## src/rtl/uart_pkg.sv

```systemverilog
// Shared types and constants for the UART receive/transmit blocks.
package uart_pkg;

    localparam int DATA_BITS   = 8;
    localparam int DIV_W       = 8;
    localparam int DIV_MIN_DEF = 4;

    typedef enum logic [2:0] {
        S_IDLE,
        S_START,
        S_DATA,
`ifdef UART_RX_PARITY_EN
        S_PARITY,
`endif
        S_STOP
    } rx_state_e;

    // Bit period actually used by the receiver: the measured value, floored at dmin.
    function automatic logic [DIV_W-1:0] eff_div(input logic [DIV_W-1:0] div,
                                                 input logic [DIV_W-1:0] dmin);
        return (div < dmin) ? dmin : div;
    endfunction

endpackage

```

## src/rtl/uart_bit_timer.sv

```systemverilog
// Loadable down-counter; expire is high while enabled and the count sits at zero.
module uart_bit_timer
    import uart_pkg::*;
(
    input  logic             clk,
    input  logic             rst_n,
    input  logic             en,
    input  logic             load,
    input  logic [DIV_W-1:0] load_val,
    output logic             expire
);

    logic [DIV_W-1:0] cnt;

    always_ff @(posedge clk) begin
        if (!rst_n)
            cnt <= '0;
        else if (load)
            cnt <= load_val;
        else if (en && cnt != '0)
            cnt <= cnt - 1'b1;
    end

    assign expire = en && (cnt == '0);

endmodule

```

## src/rtl/uart_rx_autobaud.sv

```systemverilog
// 8N1 byte receiver driven by the auto-baud bit period; ABAUD holds it idle.
// Optional even-parity bit and perr output when UART_RX_PARITY_EN is defined.
module uart_rx_autobaud
    import uart_pkg::*;
#(
    parameter int DIV_MIN = DIV_MIN_DEF
) (
    input  logic                 clk,
    input  logic                 rst_n,
    input  logic                 UxRX,
    input  logic                 ABAUD,
    input  logic [DIV_W-1:0]     baud_div,
    input  logic                 rx_ack,
    input  logic                 err_clr,
    output logic [DATA_BITS-1:0] rx_data,
    output logic                 UxRXIF,
    output logic                 rx_valid,
    output logic                 ferr,
    output logic                 oerr,
    output logic                 busy
`ifdef UART_RX_PARITY_EN
    ,
    output logic                 perr
`endif
);

    localparam logic [DIV_W-1:0] DMIN = DIV_W'(DIV_MIN);

    rx_state_e              state_q, state_d;
    logic                   rx_m, rx_s, rx_q;
    logic [DIV_W-1:0]       div_eff, d_q, tmr_val;
    logic                   tmr_load, expire;
    logic [2:0]             bit_idx;
    logic [DATA_BITS-1:0]   shreg;
    logic                   shift_en, idx_clr, acc_stb, fe_stb, par_bad;
    logic                   take, ovr;

    // Synchroniser idles high so reset never looks like a start edge.
    always_ff @(posedge clk) begin
        if (!rst_n) begin
            rx_m <= 1'b1;
            rx_s <= 1'b1;
            rx_q <= 1'b1;
        end else begin
            rx_m <= UxRX;
            rx_s <= rx_m;
            rx_q <= rx_s;
        end
    end

    assign div_eff = eff_div(baud_div, DMIN);
    assign busy    = (state_q != S_IDLE);

    uart_bit_timer u_tmr (
        .clk      (clk),
        .rst_n    (rst_n),
        .en       (busy),
        .load     (tmr_load),
        .load_val (tmr_val),
        .expire   (expire)
    );

    always_ff @(posedge clk) begin
        if (!rst_n)
            state_q <= S_IDLE;
        else
            state_q <= state_d;
    end

    always_comb begin
        state_d  = state_q;
        tmr_load = 1'b0;
        tmr_val  = d_q - 1'b1;
        shift_en = 1'b0;
        idx_clr  = 1'b0;
        acc_stb  = 1'b0;
        fe_stb   = 1'b0;
        par_bad  = 1'b0;
        case (state_q)
            S_IDLE: begin
                if (rx_q && !rx_s) begin
                    state_d  = S_START;
                    tmr_load = 1'b1;
                    tmr_val  = (div_eff >> 1) - 1'b1;
                end
            end
            S_START: begin
                if (expire) begin
                    if (rx_s) begin
                        state_d = S_IDLE;
                    end else begin
                        state_d  = S_DATA;
                        tmr_load = 1'b1;
                        idx_clr  = 1'b1;
                    end
                end
            end
            S_DATA: begin
                if (expire) begin
                    shift_en = 1'b1;
                    tmr_load = 1'b1;
                    if (bit_idx == 3'd7) begin
`ifdef UART_RX_PARITY_EN
                        state_d = S_PARITY;
`else
                        state_d = S_STOP;
`endif
                    end
                end
            end
`ifdef UART_RX_PARITY_EN
            S_PARITY: begin
                if (expire) begin
                    par_bad  = (rx_s != ^shreg);
                    state_d  = S_STOP;
                    tmr_load = 1'b1;
                end
            end
`endif
            S_STOP: begin
                if (expire) begin
                    acc_stb = rx_s;
                    fe_stb  = !rx_s;
                    state_d = S_IDLE;
                end
            end
            default: state_d = S_IDLE;
        endcase
        // Auto-baud owns the line: drop everything, touch no flags.
        if (ABAUD) begin
            state_d  = S_IDLE;
            tmr_load = 1'b0;
            shift_en = 1'b0;
            idx_clr  = 1'b0;
            acc_stb  = 1'b0;
            fe_stb   = 1'b0;
            par_bad  = 1'b0;
        end
    end

    always_ff @(posedge clk) begin
        if (!rst_n) begin
            d_q     <= DMIN;
            bit_idx <= '0;
            shreg   <= '0;
        end else begin
            if (state_q == S_IDLE && tmr_load)
                d_q <= div_eff;
            if (idx_clr)
                bit_idx <= '0;
            else if (shift_en) begin
                shreg[bit_idx] <= rx_s;
                bit_idx        <= bit_idx + 3'd1;
            end
        end
    end

    assign take = acc_stb && (!UxRXIF || rx_ack);
    assign ovr  = acc_stb && UxRXIF && !rx_ack;

    // Error flags: a same-cycle set beats err_clr.
    always_ff @(posedge clk) begin
        if (!rst_n) begin
            rx_data  <= '0;
            UxRXIF   <= 1'b0;
            rx_valid <= 1'b0;
            ferr     <= 1'b0;
            oerr     <= 1'b0;
        end else begin
            rx_valid <= take;
            if (take) begin
                rx_data <= shreg;
                UxRXIF  <= 1'b1;
            end else if (rx_ack) begin
                UxRXIF  <= 1'b0;
            end
            ferr <= fe_stb | (ferr & ~err_clr);
            oerr <= ovr    | (oerr & ~err_clr);
        end
    end

`ifdef UART_RX_PARITY_EN
    always_ff @(posedge clk) begin
        if (!rst_n)
            perr <= 1'b0;
        else
            perr <= par_bad | (perr & ~err_clr);
    end
`endif

endmodule
```

## config.mk

```make
export PLATFORM = sky130hd
export DESIGN_NAME = uart_rx_autobaud
export DESIGN_NICKNAME = d
export VERILOG_FILES = /design/src/rtl/uart_pkg.sv /design/src/rtl/uart_bit_timer.sv /design/src/rtl/uart_rx_autobaud.sv
export SDC_FILE = /design/constraint.sdc
export NUM_CORES = 1
export LEC_CHECK = 0
export CAP_MARGIN = 40
export CORE_ASPECT_RATIO = 1.2
export CORE_MARGIN = 4
export CORE_UTILIZATION = 35
export CTS_BUF_LIST = sky130_fd_sc_hd__clkbuf_8 sky130_fd_sc_hd__clkbuf_16
export DETAILED_ROUTE_END_ITERATION = 8
export PLACE_DENSITY = 0.57
export SKIP_CTS_REPAIR_TIMING = 1
export SLEW_MARGIN = 25
export SYNTH_ARGS = -nofsm -noshare
export SYNTH_HDL_FRONTEND = slang
export SYNTH_HIERARCHICAL = 1
export SYNTH_SLANG_ARGS = --single-unit
```

## constraint.sdc

```tcl
create_clock -name clk -period 3.4 [get_ports clk]
set_input_delay 0.34 -clock clk [delete_from_list [all_inputs] [get_ports clk]]
set_output_delay 0.34 -clock clk [all_outputs]
set_load 0.02 [all_outputs]
```

==> results of run 1 <==
layer usage:
metal	GRT usage	vias to the layer above	routed length, um
met4	0.0606	0	119
met3	0.0318	12	163
li1	-	1007	-
met2	0.239	29	2470
met1	0.175	919	2320
met5	0	-	0
metrics by stage:
step	power [mW]	area, um^2
detailed placement	0.660	2590
global route	1.00	2670
global placement	0.660	2590
finish	0.952	2670
floorplan	0.618	2270
CTS	0.962	2670
power groups by stage:
stage | clock network (mW) | registers (mW) | logic [mW]
2_1_floorplan | 0 | 0.542 | 0.0758
3_3_place_gp | 0 | 0.547 | 0.113
3_5_place_dp | 0 | 0.548 | 0.113
4_1_cts | 0.313 | 0.535 | 0.113
5_1_grt | 0.338 | 0.538 | 0.127
6_report | 0.304 | 0.535 | 0.112
worst paths after layout:
path / to / cells past startpoint / start
min: rx_s$_SDFF_PN1_ / 1 / rx_m$_SDFF_PN1_
max reg2reg: u_tmr/cnt[1]$_SDFFE_PN0P_ / 12 / u_tmr/cnt[0]$_SDFFE_PN0P_
max: u_tmr/cnt[1]$_SDFFE_PN0P_ / 12 / u_tmr/cnt[0]$_SDFFE_PN0P_
min reg2reg: rx_s$_SDFF_PN1_ / 1 / rx_m$_SDFF_PN1_
logic make-up after synthesis:
| logic type | after synthesis |
|---|---|
| xor gates and xnor gates | 9 |
| and+or+nand+nor | 118 |
| AOI/OAI and AO/OA | 55 |
| DFF | 44 |
| buffers and inverters | 24 |
| muxes | 15 |
| adders and majority gates | 5 |
state kept, by name, indices dropped and copies added, names as in the netlist, 2 cells and up:
name,cells
bit_idx,3
u_tmr/cnt,8
shreg,8
d_q,8
state_q,2
rx_data,8
area by class of cell:
class,count,area (um^2),area share
tap,82,103,0.0384
clock buffer,5,68.8,0.0258
multi-input combinational,202,1290,0.483
timing repair buffer,30,290,0.109
inverter,8,30.0,0.0112
clock inverter,2,8.76,0.00328
sequential,44,881,0.330
layout by cell type (no fill, tap or decap), types with 3 or more instances in the layout:
cell type,netlist,routed
sky130_fd_sc_hd__clkbuf_8,0,5
sky130_fd_sc_hd__dfxtp_1,44,44
sky130_fd_sc_hd__clkdlybuf4s50_1,0,26
sky130_fd_sc_hd__buf_4,1,4
sky130_fd_sc_hd__o31ai_1,5,5
sky130_fd_sc_hd__nand2_1,32,32
sky130_fd_sc_hd__mux2i_1,14,14
sky130_fd_sc_hd__inv_1,7,8
sky130_fd_sc_hd__or3_1,3,3
sky130_fd_sc_hd__ha_1,5,5
sky130_fd_sc_hd__a21oi_1,17,17
sky130_fd_sc_hd__nand3b_1,3,3
sky130_fd_sc_hd__a31oi_1,5,5
sky130_fd_sc_hd__nor3_1,8,8
sky130_fd_sc_hd__nor3b_1,5,5
sky130_fd_sc_hd__xor2_1,5,5
sky130_fd_sc_hd__nand4_1,4,4
sky130_fd_sc_hd__nand2b_1,9,9
sky130_fd_sc_hd__nor2_1,15,15
sky130_fd_sc_hd__nand3_1,17,17
sky130_fd_sc_hd__xnor2_1,4,4
sky130_fd_sc_hd__o21ai_0,17,17
==> tab_implementation.tex, run 1 <==
\begin{tabular}{lr}
\hline
Metric & Value \\
\hline
\multicolumn{2}{l}{\textbf{Yosys}} \\
\quad Post-synthesis instance area & roughly 2300 um\^{}2 \\
\quad Most common flop cell mapped by yosys & sky130\_fd\_sc\_hd\_\_dfxtp\_1 \\
\quad Sequential-to-total area share from yosys stat & 0.388 \\
\quad Simple-gate share of the synthesized area & 0.292 \\
\quad Most frequent cell after synthesis & sky130\_fd\_sc\_hd\_\_dfxtp\_1 \\
\quad Compound-cell area share of the yosys netlist & 0.147 \\
\quad Post-synthesis xor/xnor area fraction & 0.0347 \\
\quad Count of flip-flops with a built-in enable after synthesis & 0 \\
\quad Mean instance size in the synthesized netlist & roughly 8.4 um\^{}2 \\
\quad Cell types with the highest counts after synthesis & sky130\_fd\_sc\_hd\_\_dfxtp\_1, sky130\_fd\_sc\_hd\_\_nand2\_1, sky130\_fd\_sc\_hd\_\_a21oi\_1, sky130\_fd\_sc\_hd\_\_nand3\_1, sky130\_fd\_sc\_hd\_\_o21ai\_0 \\
\quad Main combinational cell family by area after synthesis & simple AND/OR/NAND/NOR gates \\
\quad Area share of the largest cell type after synthesis & 0.388 \\
\quad Share of flip-flops with an asynchronous set or reset after synthesis & 0 \\
\quad Distinct cell type count of the synthesized netlist & 48 \\
\quad Synthesized instance count & 270 \\
\quad Area contributors post-synth & sky130\_fd\_sc\_hd\_\_dfxtp\_1, sky130\_fd\_sc\_hd\_\_mux2i\_1, sky130\_fd\_sc\_hd\_\_nand2\_1 \\
\quad Number of storage elements in the synthesis netlist & 44 \\
\quad Multiplexer area fraction after synthesis & 0.0667 \\
\quad Mapped Nets & slightly below 300 \\
\quad Warning count from the yosys run & 6 \\
\quad Post-synth top area cell & sky130\_fd\_sc\_hd\_\_dfxtp\_1 \\
\quad Adder-cell area share of the yosys netlist & 0.0275 \\
\multicolumn{2}{l}{\textbf{Critical path}} \\
\quad Delay of the slowest cell on the worst path & a little under 0.5 ns \\
\quad Number of buffers and inverters on the critical path & 3 \\
\quad Startpoint Class & register \\
\quad R2R setup slack & between 0.6 and 0.7 ns \\
\quad Cell family with most CP delay & simple AND/OR/NAND/NOR gates \\
\quad WS Path Type & register to register \\
\quad Cell at the slowest stage of the critical path & sky130\_fd\_sc\_hd\_\_or4b\_1 \\
\quad Crit-path cells & inv\_1, ha\_1, or4b\_1, nor3\_1, buf\_4, mux2i\_1, o32a\_1, nor2\_1, buf\_4, mux2\_2, nand2\_1, mux2i\_1 \\
\quad CP Capture Type & register \\
\quad Required time of the critical path & approximately 3.6 ns \\
\quad Arrival time of data at the critical path endpoint & roughly 2.9 ns \\
\quad Crit path max fanout & 6 \\
\multicolumn{2}{l}{\textbf{Clock tree}} \\
\quad Cts bufs inserted & 5 \\
\quad Clock slew at reported path FFs & approximately 0.080 ns \\
\quad Clk Latency, worst-skew pair & 0.29 ns \\
\quad Clk buf depth & 2 \\
\quad Root buf cell & sky130\_fd\_sc\_hd\_\_clkbuf\_8 \\
\quad TritonCTS clock tree & built \\
\quad Total number of clock tree sinks & between 40 and 50 \\
\quad Level count of the clock H-tree & 2 \\
\multicolumn{2}{l}{\textbf{Power and ir drop}} \\
\quad Power density over the cells & around 360 nW/um\^{}2 \\
\quad Combinational power share & 0.118 \\
\quad Internal power of the cells & 0.712 mW \\
\quad Worst ir drop on vdd & 0.180 mV \\
\quad Leak Pwr & 0.945 nW \\
\quad Sw power & 0.240 mW \\
\quad Portion of total power attributed to the clock network & 0.320 \\
\quad Sequential group share of total power & 0.563 \\
\quad Share of total power consumed by net switching & 0.252 \\
\multicolumn{2}{l}{\textbf{Placed design}} \\
\quad Pre-CTS worst setup slack & about 0.49 ns \\
\quad Instance count after placement with tap cells included & 366 \\
\quad HPWL after DPL & 3770 um \\
\quad Routability Congestion & about 0.84 \\
\quad \# port buffers & 26 \\
\multicolumn{2}{l}{\textbf{Routing}} \\
\quad DRT Pass-1 Iters & 4 \\
\quad DRC violations left & 0 \\
\quad Iteration-0 DRC count of the detailed router & 77 \\
\quad Via density per instance & approximately 5.3 \\
\quad WL/cell & $\sim$14 um \\
\quad Wire length reported by the detailed router & 5080 um \\
\quad Number of routed nets with antenna violations & 0 \\
\quad Routed vias & slightly below 2000 \\
\multicolumn{2}{l}{\textbf{Finish}} \\
\quad Layout Utilization & 0.433 \\
\quad Final Instance Count excl. Fillers & approximately 370 \\
\quad Fraction of layout cells with a size suffix above 1 & 0.0756 \\
\quad Number of fill cells & 636 \\
\quad Area growth from synthesis to final layout & 17.6\% \\
\quad Net count, final & 310 \\
\quad Inserted Diodes & 0 \\
\multicolumn{2}{l}{\textbf{Timing}} \\
\quad Worst Hold Margin & 0.397 ns \\
\quad Max-Slew Margin vs Limit & 0.529 \\
\quad Setup tns final & 0 ns \\
\quad Maximum clock frequency & approximately 360 MHz \\
\quad Transition at the pin with the smallest max-transition slack & about 0.71 ns \\
\quad Worst path setup slack after routing & about 0.64 ns \\
\quad Fin. Hold Viols & 0 \\
\quad Final clock skew & 0.00941 ns \\
\quad Setup repair after global routing missed its margin & false \\
\quad Count of final setup violators & 0 \\
\quad Final worst-path cycle share & 0.812 \\
\quad Final count of pins violating max slew & 0 \\
\quad Final Critical Period & between 2 and 3 ns \\
\multicolumn{2}{l}{\textbf{Floorplanning}} \\
\quad Die Wd & $\sim$82 um \\
\quad Core area & $\sim$6000 um\^{}2 \\
\quad Starting density of the core & 0.368 \\
\quad Core Rows & 31 \\
\quad Area enclosed by the die boundary & about 8000 um\^{}2 \\
\quad Vertical extent of the die & $\sim$96 um \\
\quad Total I/O pin count & 27 \\
\multicolumn{2}{l}{\textbf{Min path}} \\
\quad Classification of the worst-slack hold path & register to register \\
\multicolumn{2}{l}{\textbf{GRT}} \\
\quad Initial antenna violation count & 0 \\
\quad Overall Global Routing Usage & 0.143 \\
\quad Total congestion overflow after global routing & 0 \\
\quad Vias in the first global route & 1944 \\
\quad Largest net degree at the start of global routing & 24 \\
\quad First-pass GRT wire length & between 8000 and 9000 um \\
\multicolumn{2}{l}{\textbf{Status}} \\
\quad Result of the run & complete, no violations \\
\multicolumn{2}{l}{\textbf{Job}} \\
\quad Number of max-cap violations & 0 \\
\hline
\end{tabular}
(Power assumes the default switching activity.)
==> run 2, diff against run 1 <==
Settings changed: PLACE_DENSITY 0.57 to 0.59.
Clock period 3.4 ns to 2.5 ns, I/O delays scaled along.
==> run 2 against run 1 <==
Against the previous run:
- hold slack better by 0.020 ns
- routed wire length up 3.8%
- non-clock buffer count up 24
- count of clock-buffer cells in the layout unchanged
- via count up 2.4%
- critical path depth unchanged
- clock power up 110%
- sequential share of layout area down 2.9 points
- first-iteration DRC count down 36%
- global-route usage up 0.14 points
- register-to-register slack worse by 0.56 ns
- critical path type unchanged
- largest cell class unchanged
==> tab_implementation.tex, run 2 (synthesis results as in run 1) <==
\begin{tabular}{lr}
\hline
Metric & Value \\
\hline
\multicolumn{2}{l}{\textbf{Timing}} \\
\quad Setup repair after global routing missed its margin & true (was false) \\
\quad Maximum clock frequency & 414 MHz (was 362 MHz) \\
\quad Transition at the pin with the smallest max-transition slack & 0.716 ns (was 0.705 ns) \\
\quad Final worst-path cycle share & 0.967 (was 0.812) \\
\quad Worst path setup slack after routing & 0.0819 ns (was 0.639 ns) \\
\quad Setup tns final & 0 ns (unchanged) \\
\quad Count of final setup violators & 0 (unchanged) \\
\quad Final count of pins violating max slew & 0 (unchanged) \\
\quad Final clock skew & 0.00691 ns (was 0.00941 ns) \\
\quad Final Critical Period & 2.42 ns (was 2.76 ns) \\
\quad Fin. Hold Viols & 0 (unchanged) \\
\quad Max-Slew Margin vs Limit & 0.522 (was 0.529) \\
\quad Worst Hold Margin & 0.417 ns (was 0.397 ns) \\
\multicolumn{2}{l}{\textbf{GRT}} \\
\quad Overall Global Routing Usage & 0.144 (was 0.143) \\
\quad Initial antenna violation count & 0 (unchanged) \\
\quad Total congestion overflow after global routing & 0 (unchanged) \\
\quad Largest net degree at the start of global routing & 37 (was 24) \\
\quad First-pass GRT wire length & 8870 um (was 8830 um) \\
\quad Vias in the first global route & 1915 (was 1944) \\
\multicolumn{2}{l}{\textbf{Routing}} \\
\quad Via density per instance & 5.08 (was 5.27) \\
\quad Wire length reported by the detailed router & 5270 um (was 5080 um) \\
\quad Number of routed nets with antenna violations & 0 (unchanged) \\
\quad DRT Pass-1 Iters & 4 (unchanged) \\
\quad WL/cell & 13.3 um (was 13.6 um) \\
\quad Routed vias & 2015 (was 1967) \\
\quad DRC violations left & 0 (unchanged) \\
\quad Iteration-0 DRC count of the detailed router & 49 (was 77) \\
\multicolumn{2}{l}{\textbf{Critical path}} \\
\quad CP Capture Type & register (unchanged) \\
\quad Cell at the slowest stage of the critical path & sky130\_fd\_sc\_hd\_\_or3b\_2 (was sky130\_fd\_sc\_hd\_\_or4b\_1) \\
\quad Arrival time of data at the critical path endpoint & 2.65 ns (was 2.94 ns) \\
\quad Crit path max fanout & 8 (was 6) \\
\quad Startpoint Class & register (unchanged) \\
\quad Delay of the slowest cell on the worst path & 0.43 ns (was 0.49 ns) \\
\quad Required time of the critical path & 2.73 ns (was 3.58 ns) \\
\quad WS Path Type & register to register (unchanged) \\
\quad Crit-path cells & inv\_1, ha\_1, or4b\_4, nor3\_4, buf\_4, nand2\_1, o32a\_1, nor2\_2, buf\_6, or3b\_2, or4\_1, nand3\_1 (was inv\_1, ha\_1, or4b\_1, nor3\_1, buf\_4, mux2i\_1, o32a\_1, nor2\_1, buf\_4, mux2\_2, nand2\_1, mux2i\_1) \\
\multicolumn{2}{l}{\textbf{Clock tree}} \\
\quad Clk buf depth & 2 (unchanged) \\
\quad Clock slew at reported path FFs & 0.08 ns (about the same) \\
\quad TritonCTS clock tree & built (unchanged) \\
\quad Total number of clock tree sinks & 44 (unchanged) \\
\quad Root buf cell & sky130\_fd\_sc\_hd\_\_clkbuf\_8 (unchanged) \\
\quad Level count of the clock H-tree & 2 (unchanged) \\
\quad Cts bufs inserted & 5 (unchanged) \\
\quad Clk Latency, worst-skew pair & 0.29 ns (about the same) \\
\multicolumn{2}{l}{\textbf{Min path}} \\
\quad Classification of the worst-slack hold path & register to register (unchanged) \\
\multicolumn{2}{l}{\textbf{Floorplanning}} \\
\quad Starting density of the core & 0.368 (unchanged) \\
\quad Area enclosed by the die boundary & 7850 um\^{}2 (unchanged) \\
\quad Core area & 6170 um\^{}2 (unchanged) \\
\quad Total I/O pin count & 27 (unchanged) \\
\quad Core Rows & 31 (unchanged) \\
\quad Die Wd & 81.5 um (unchanged) \\
\quad Vertical extent of the die & 96.2 um (unchanged) \\
\multicolumn{2}{l}{\textbf{Placed design}} \\
\quad Routability Congestion & 0.819 (was 0.836) \\
\quad Pre-CTS worst setup slack & -0.136 ns (was 0.494 ns) \\
\quad HPWL after DPL & 3980 um (was 3770 um) \\
\quad \# port buffers & 26 (unchanged) \\
\quad Placed inst area & 2770 um\^{}2 (was 2590 um\^{}2) \\
\multicolumn{2}{l}{\textbf{Finish}} \\
\quad Number of fill cells & 622 (was 636) \\
\quad Commonest cells after routing, fill and taps aside & sky130\_fd\_sc\_hd\_\_dfxtp\_1, sky130\_fd\_sc\_hd\_\_nand2\_1, sky130\_fd\_sc\_hd\_\_buf\_4, sky130\_fd\_sc\_hd\_\_clkdlybuf4s50\_1 (was sky130\_fd\_sc\_hd\_\_dfxtp\_1, sky130\_fd\_sc\_hd\_\_nand2\_1, sky130\_fd\_sc\_hd\_\_clkdlybuf4s50\_1) \\
\quad Net count, final & 334 (was 310) \\
\quad Most common library cell in the layout ignoring fill and taps & sky130\_fd\_sc\_hd\_\_dfxtp\_1 (unchanged) \\
\quad Inserted Diodes & 0 (unchanged) \\
\quad Area growth from synthesis to final layout & 28.8\% (was 17.6\%) \\
\quad Final standard cell area without fillers & 2920 um\^{}2 (was 2670 um\^{}2) \\
\quad Fraction of layout cells with a size suffix above 1 & 0.159 (was 0.0756) \\
\quad Layout Utilization & 0.474 (was 0.433) \\
\multicolumn{2}{l}{\textbf{Power and ir drop}} \\
\quad Leak Pwr & 1.09 nW (was 0.945 nW) \\
\quad Power density over the cells & 530 nW/um\^{}2 (was 356 nW/um\^{}2) \\
\quad Worst ir drop on vdd & 0.264 mV (was 0.180 mV) \\
\multicolumn{2}{l}{\textbf{Status}} \\
\quad Result of the run & complete, no violations (unchanged) \\
\multicolumn{2}{l}{\textbf{Job}} \\
\quad Number of max-cap violations & 0 (unchanged) \\
\hline
\end{tabular}
## run 2: final timing paths
path	startpoint	endpoint	slack, ns	cells after the start
min reg2reg	rx_m$_SDFF_PN1_	rx_s$_SDFF_PN1_	0.42	1
min	rx_m$_SDFF_PN1_	rx_s$_SDFF_PN1_	0.42	1
max reg2reg	u_tmr/cnt[0]$_SDFFE_PN0P_	u_tmr/cnt[7]$_SDFFE_PN0P_	0.08	12
max	u_tmr/cnt[0]$_SDFFE_PN0P_	u_tmr/cnt[7]$_SDFFE_PN0P_	0.08	12
## run 2: layout make-up
cell class                      count  area, um^2  share of cell area
Multi-Input combinational cell    202        1310               0.447
Inverter                            8        30.0              0.0103
Sequential cell                    44         881               0.301
Clock buffer                        5        68.8              0.0235
Tap cell                           82         103              0.0351
Timing Repair Buffer               54         474               0.162
Clock inverter                      2        60.1              0.0205
## run 2: where the power goes
| part | total [mW] | switching, mW | internal [mW] |
|---|---|---|---|
| clock | 0.627 | 0.234 | 0.393 |
| combinational | 0.199 | 0.0993 | 0.0998 |
| sequential | 0.723 | 0.0101 | 0.713 |
## run 2: per-stage QoR
step,cells,power (mW)
floorplan,270,0.842
global placement,389,0.931
detailed placement,389,0.931
CTS,396,1.56
global route,397,1.63
finish,397,1.55
## run 2: critical path: cells and delay by family (launching register included)
kind,cells,cell delay [ns]
compound gates,1,0.16
flops,1,0.33
simple gates,7,1.32
fa+ha+maj,1,0.21
buf+inv,3,0.34
## run 2: routing by layer
metal  global-route usage  routed length, um  part of all wire  vias up
li1                     -                  -                 -     1055
met1                0.176               2410              0.46      931
met2                0.249               2630              0.50       24
met3               0.0356                182             0.035        5
met4               0.0423                 57             0.011        0
met5                    0                  0                 0        -
==> run 3, diff against run 2 <==
Settings changed: MAX_ROUTING_LAYER from default to met4.
==> run 3 against run 2 <==
Against the previous run:
- die area stayed put
- sequential share of layout area stayed put
- power about the same
- worst setup slack better by 0.0092 ns
- cell count unchanged
- first-iteration DRC count grew 47%
- clock skew down 0.0014 ns
- non-clock buffer count stayed put
- fmax grew 0.38%
- routed wire length about the same
- critical path type unchanged
==> tab_implementation.tex, run 3 (synthesis results as in run 1) <==
\begin{tabular}{lr}
\hline
Metric & Value \\
\hline
\multicolumn{2}{l}{\textbf{Power and ir drop}} \\
\quad Sequential group share of total power & 0.467 (about the same) \\
\quad Internal power of the cells & 1.21 mW (about the same) \\
\quad Portion of total power attributed to the clock network & 0.405 (about the same) \\
\quad Power density over the cells & 529 nW/um\^{}2 (was 530 nW/um\^{}2) \\
\quad Worst ir drop on vdd & 0.264 mV (about the same) \\
\quad Leak Pwr & 1.09 nW (unchanged) \\
\quad Combinational power share & 0.128 (was 0.129) \\
\quad Total Power & 1.55 mW (about the same) \\
\quad Sw power & 0.342 mW (was 0.343 mW) \\
\quad Share of total power consumed by net switching & 0.221 (about the same) \\
\multicolumn{2}{l}{\textbf{Floorplanning}} \\
\quad Core area & 6170 um\^{}2 (unchanged) \\
\quad Vertical extent of the die & 96.2 um (unchanged) \\
\quad Starting density of the core & 0.368 (unchanged) \\
\quad Total I/O pin count & 27 (unchanged) \\
\quad Die Wd & 81.5 um (unchanged) \\
\quad Area enclosed by the die boundary & 7850 um\^{}2 (unchanged) \\
\quad Core Rows & 31 (unchanged) \\
\multicolumn{2}{l}{\textbf{Routing}} \\
\quad DRT Pass-1 Iters & 4 (unchanged) \\
\quad Wire length reported by the detailed router & 5280 um (was 5270 um) \\
\quad Number of routed nets with antenna violations & 0 (unchanged) \\
\quad DRC violations left & 0 (unchanged) \\
\quad Iteration-0 DRC count of the detailed router & 72 (was 49) \\
\quad Via density per instance & 5.13 (was 5.08) \\
\quad Routed vias & 2036 (was 2015) \\
\quad WL/cell & 13.3 um (about the same) \\
\multicolumn{2}{l}{\textbf{Clock tree}} \\
\quad Clk buf depth & 2 (unchanged) \\
\quad Root buf cell & sky130\_fd\_sc\_hd\_\_clkbuf\_8 (unchanged) \\
\quad Clock slew at reported path FFs & 0.08 ns (about the same) \\
\quad Clk Latency, worst-skew pair & 0.29 ns (about the same) \\
\quad Cts bufs inserted & 5 (unchanged) \\
\quad Total number of clock tree sinks & 44 (unchanged) \\
\quad TritonCTS clock tree & built (unchanged) \\
\quad Level count of the clock H-tree & 2 (unchanged) \\
\multicolumn{2}{l}{\textbf{Timing}} \\
\quad Final clock skew & 0.00549 ns (was 0.00691 ns) \\
\quad Worst Hold Margin & 0.417 ns (about the same) \\
\quad Setup repair after global routing missed its margin & true (unchanged) \\
\quad Final count of pins violating max slew & 0 (unchanged) \\
\quad Max-Slew Margin vs Limit & 0.537 (was 0.522) \\
\quad Setup tns final & 0 ns (unchanged) \\
\quad Worst path setup slack after routing & 0.0911 ns (was 0.0819 ns) \\
\quad Count of final setup violators & 0 (unchanged) \\
\quad Maximum clock frequency & 415 MHz (was 414 MHz) \\
\quad Fin. Hold Viols & 0 (unchanged) \\
\quad Transition at the pin with the smallest max-transition slack & 0.693 ns (was 0.716 ns) \\
\quad Final worst-path cycle share & 0.964 (was 0.967) \\
\quad Final Critical Period & 2.41 ns (was 2.42 ns) \\
\multicolumn{2}{l}{\textbf{Critical path}} \\
\quad Launching point of the worst reg2reg path & u\_tmr/cnt[0]\$\_SDFFE\_PN0P\_ (unchanged) \\
\quad Arrival time of data at the critical path endpoint & 2.64 ns (was 2.65 ns) \\
\quad Startpoint Class & register (unchanged) \\
\quad Crit path max fanout & 8 (unchanged) \\
\quad R2R setup slack & 0.09 ns (was 0.08 ns) \\
\quad Reg2Reg Capture Point & u\_tmr/cnt[7]\$\_SDFFE\_PN0P\_ (unchanged) \\
\quad Worst r2r path cells & 12 (unchanged) \\
\quad WS Path Type & register to register (unchanged) \\
\quad Required time of the critical path & 2.73 ns (about the same) \\
\quad CP Capture Type & register (unchanged) \\
\multicolumn{2}{l}{\textbf{Min path}} \\
\quad Worst-case hold path end point & rx\_s\$\_SDFF\_PN1\_ (unchanged) \\
\quad Hold-critical path depth & 1 (unchanged) \\
\quad Classification of the worst-slack hold path & register to register (unchanged) \\
\quad Min-Delay Startpoint & rx\_m\$\_SDFF\_PN1\_ (unchanged) \\
\multicolumn{2}{l}{\textbf{Placed design}} \\
\quad Routability Congestion & 0.831 (was 0.819) \\
\quad HPWL after DPL & 3980 um (unchanged) \\
\quad Pre-CTS worst setup slack & -0.136 ns (unchanged) \\
\quad \# port buffers & 26 (unchanged) \\
\quad Placed inst area & 2770 um\^{}2 (unchanged) \\
\multicolumn{2}{l}{\textbf{GRT}} \\
\quad Overall Global Routing Usage & 0.149 (was 0.144) \\
\quad Initial antenna violation count & 0 (unchanged) \\
\quad Vias in the first global route & 1916 (was 1915) \\
\quad Largest net degree at the start of global routing & 37 (unchanged) \\
\quad Total congestion overflow after global routing & 0 (unchanged) \\
\quad First-pass GRT wire length & 8890 um (was 8870 um) \\
\multicolumn{2}{l}{\textbf{Finish}} \\
\quad Fraction of layout cells with a size suffix above 1 & 0.159 (unchanged) \\
\quad Multi-input logic area & 1310 um\^{}2 (unchanged) \\
\quad Sequential cell area in the final layout & 881 um\^{}2 (unchanged) \\
\quad Area growth from synthesis to final layout & 28.8\% (unchanged) \\
\quad Most common library cell in the layout ignoring fill and taps & sky130\_fd\_sc\_hd\_\_dfxtp\_1 (unchanged) \\
\quad Inserted Diodes & 0 (unchanged) \\
\quad Net count, final & 334 (unchanged) \\
\quad Final standard cell area without fillers & 2920 um\^{}2 (unchanged) \\
\quad Commonest cells after routing, fill and taps aside & sky130\_fd\_sc\_hd\_\_dfxtp\_1, sky130\_fd\_sc\_hd\_\_nand2\_1, sky130\_fd\_sc\_hd\_\_buf\_4, sky130\_fd\_sc\_hd\_\_clkdlybuf4s50\_1 (unchanged) \\
\quad Number of fill cells & 622 (unchanged) \\
\multicolumn{2}{l}{\textbf{Job}} \\
\quad Number of max-cap violations & 0 (unchanged) \\
\multicolumn{2}{l}{\textbf{Status}} \\
\quad Result of the run & complete, no violations (unchanged) \\
\hline
\end{tabular}
run 3: cell counts in the layout (fill, tap and decap cells not counted):
No cell type changed its count.
run 3: per-stage QoR:
step                       util  std cells
after floorplan               -        270
after global placement    0.449        389
after detailed placement  0.449        389
after CTS                 0.470        396
after global routing      0.474        397
final                     0.474        397
run 3: cell type report:
cell class,count,area share
multi-input cells,202,0.447
flip-flops and latches,44,0.301
inverters,8,0.0103
clock inverters,2,0.0205
repair buffers,54,0.162
well taps,82,0.0351
clock buffers,5,0.0235
run 3: power by group through the flow:
stage | Combinational (mW) | Clock (mW) | Sequential (mW)
floorplan | 0.104 | 0 | 0.738
global placement | 0.192 | 0 | 0.739
detailed placement | 0.192 | 0 | 0.739
CTS | 0.192 | 0.648 | 0.723
global route | 0.219 | 0.682 | 0.725
finish | 0.199 | 0.626 | 0.723
run 3: worst max path at each step:
stage	start	to	slack, ns	cells after the start
detailed placement	baud_div[4]	u_tmr/cnt[4]$_SDFFE_PN0P_	-0.14	11
global placement	baud_div[4]	u_tmr/cnt[4]$_SDFFE_PN0P_	-0.08	11
floorplan	state_q[1]$_SDFFE_PP0P_	u_tmr/cnt[7]$_SDFFE_PN0P_	0.008	11
finish	u_tmr/cnt[0]$_SDFFE_PN0P_	u_tmr/cnt[7]$_SDFFE_PN0P_	0.09	12
CTS	u_tmr/cnt[0]$_SDFFE_PN0P_	u_tmr/cnt[1]$_SDFFE_PN0P_	0.02	12
global route	u_tmr/cnt[0]$_SDFFE_PN0P_	u_tmr/cnt[1]$_SDFFE_PN0P_	-0.06	12
run 3: per-layer routing:
layer,track usage,share of wire,vias to the layer above
li1,-,-,1057
met5,-,0,-
met3,0.0328,0.038,5
met2,0.248,0.50,33
met4,0.0423,0.011,0
met1,0.179,0.45,941
run 3: worst max-delay path, cell delays in order, from the launching register on:
cell and delay, ns:
sky130_fd_sc_hd__dfxtp_1 0.33, sky130_fd_sc_hd__inv_1 0.06, sky130_fd_sc_hd__ha_1 0.20, sky130_fd_sc_hd__or4b_4 0.22, sky130_fd_sc_hd__nor3_4 0.04, sky130_fd_sc_hd__buf_4 0.15, sky130_fd_sc_hd__nand2_1 0.08, sky130_fd_sc_hd__o32a_1 0.16
sky130_fd_sc_hd__nor2_2 0.04, sky130_fd_sc_hd__buf_6 0.13, sky130_fd_sc_hd__or3b_2 0.43, sky130_fd_sc_hd__or4_1 0.41, sky130_fd_sc_hd__nand3_1 0.10
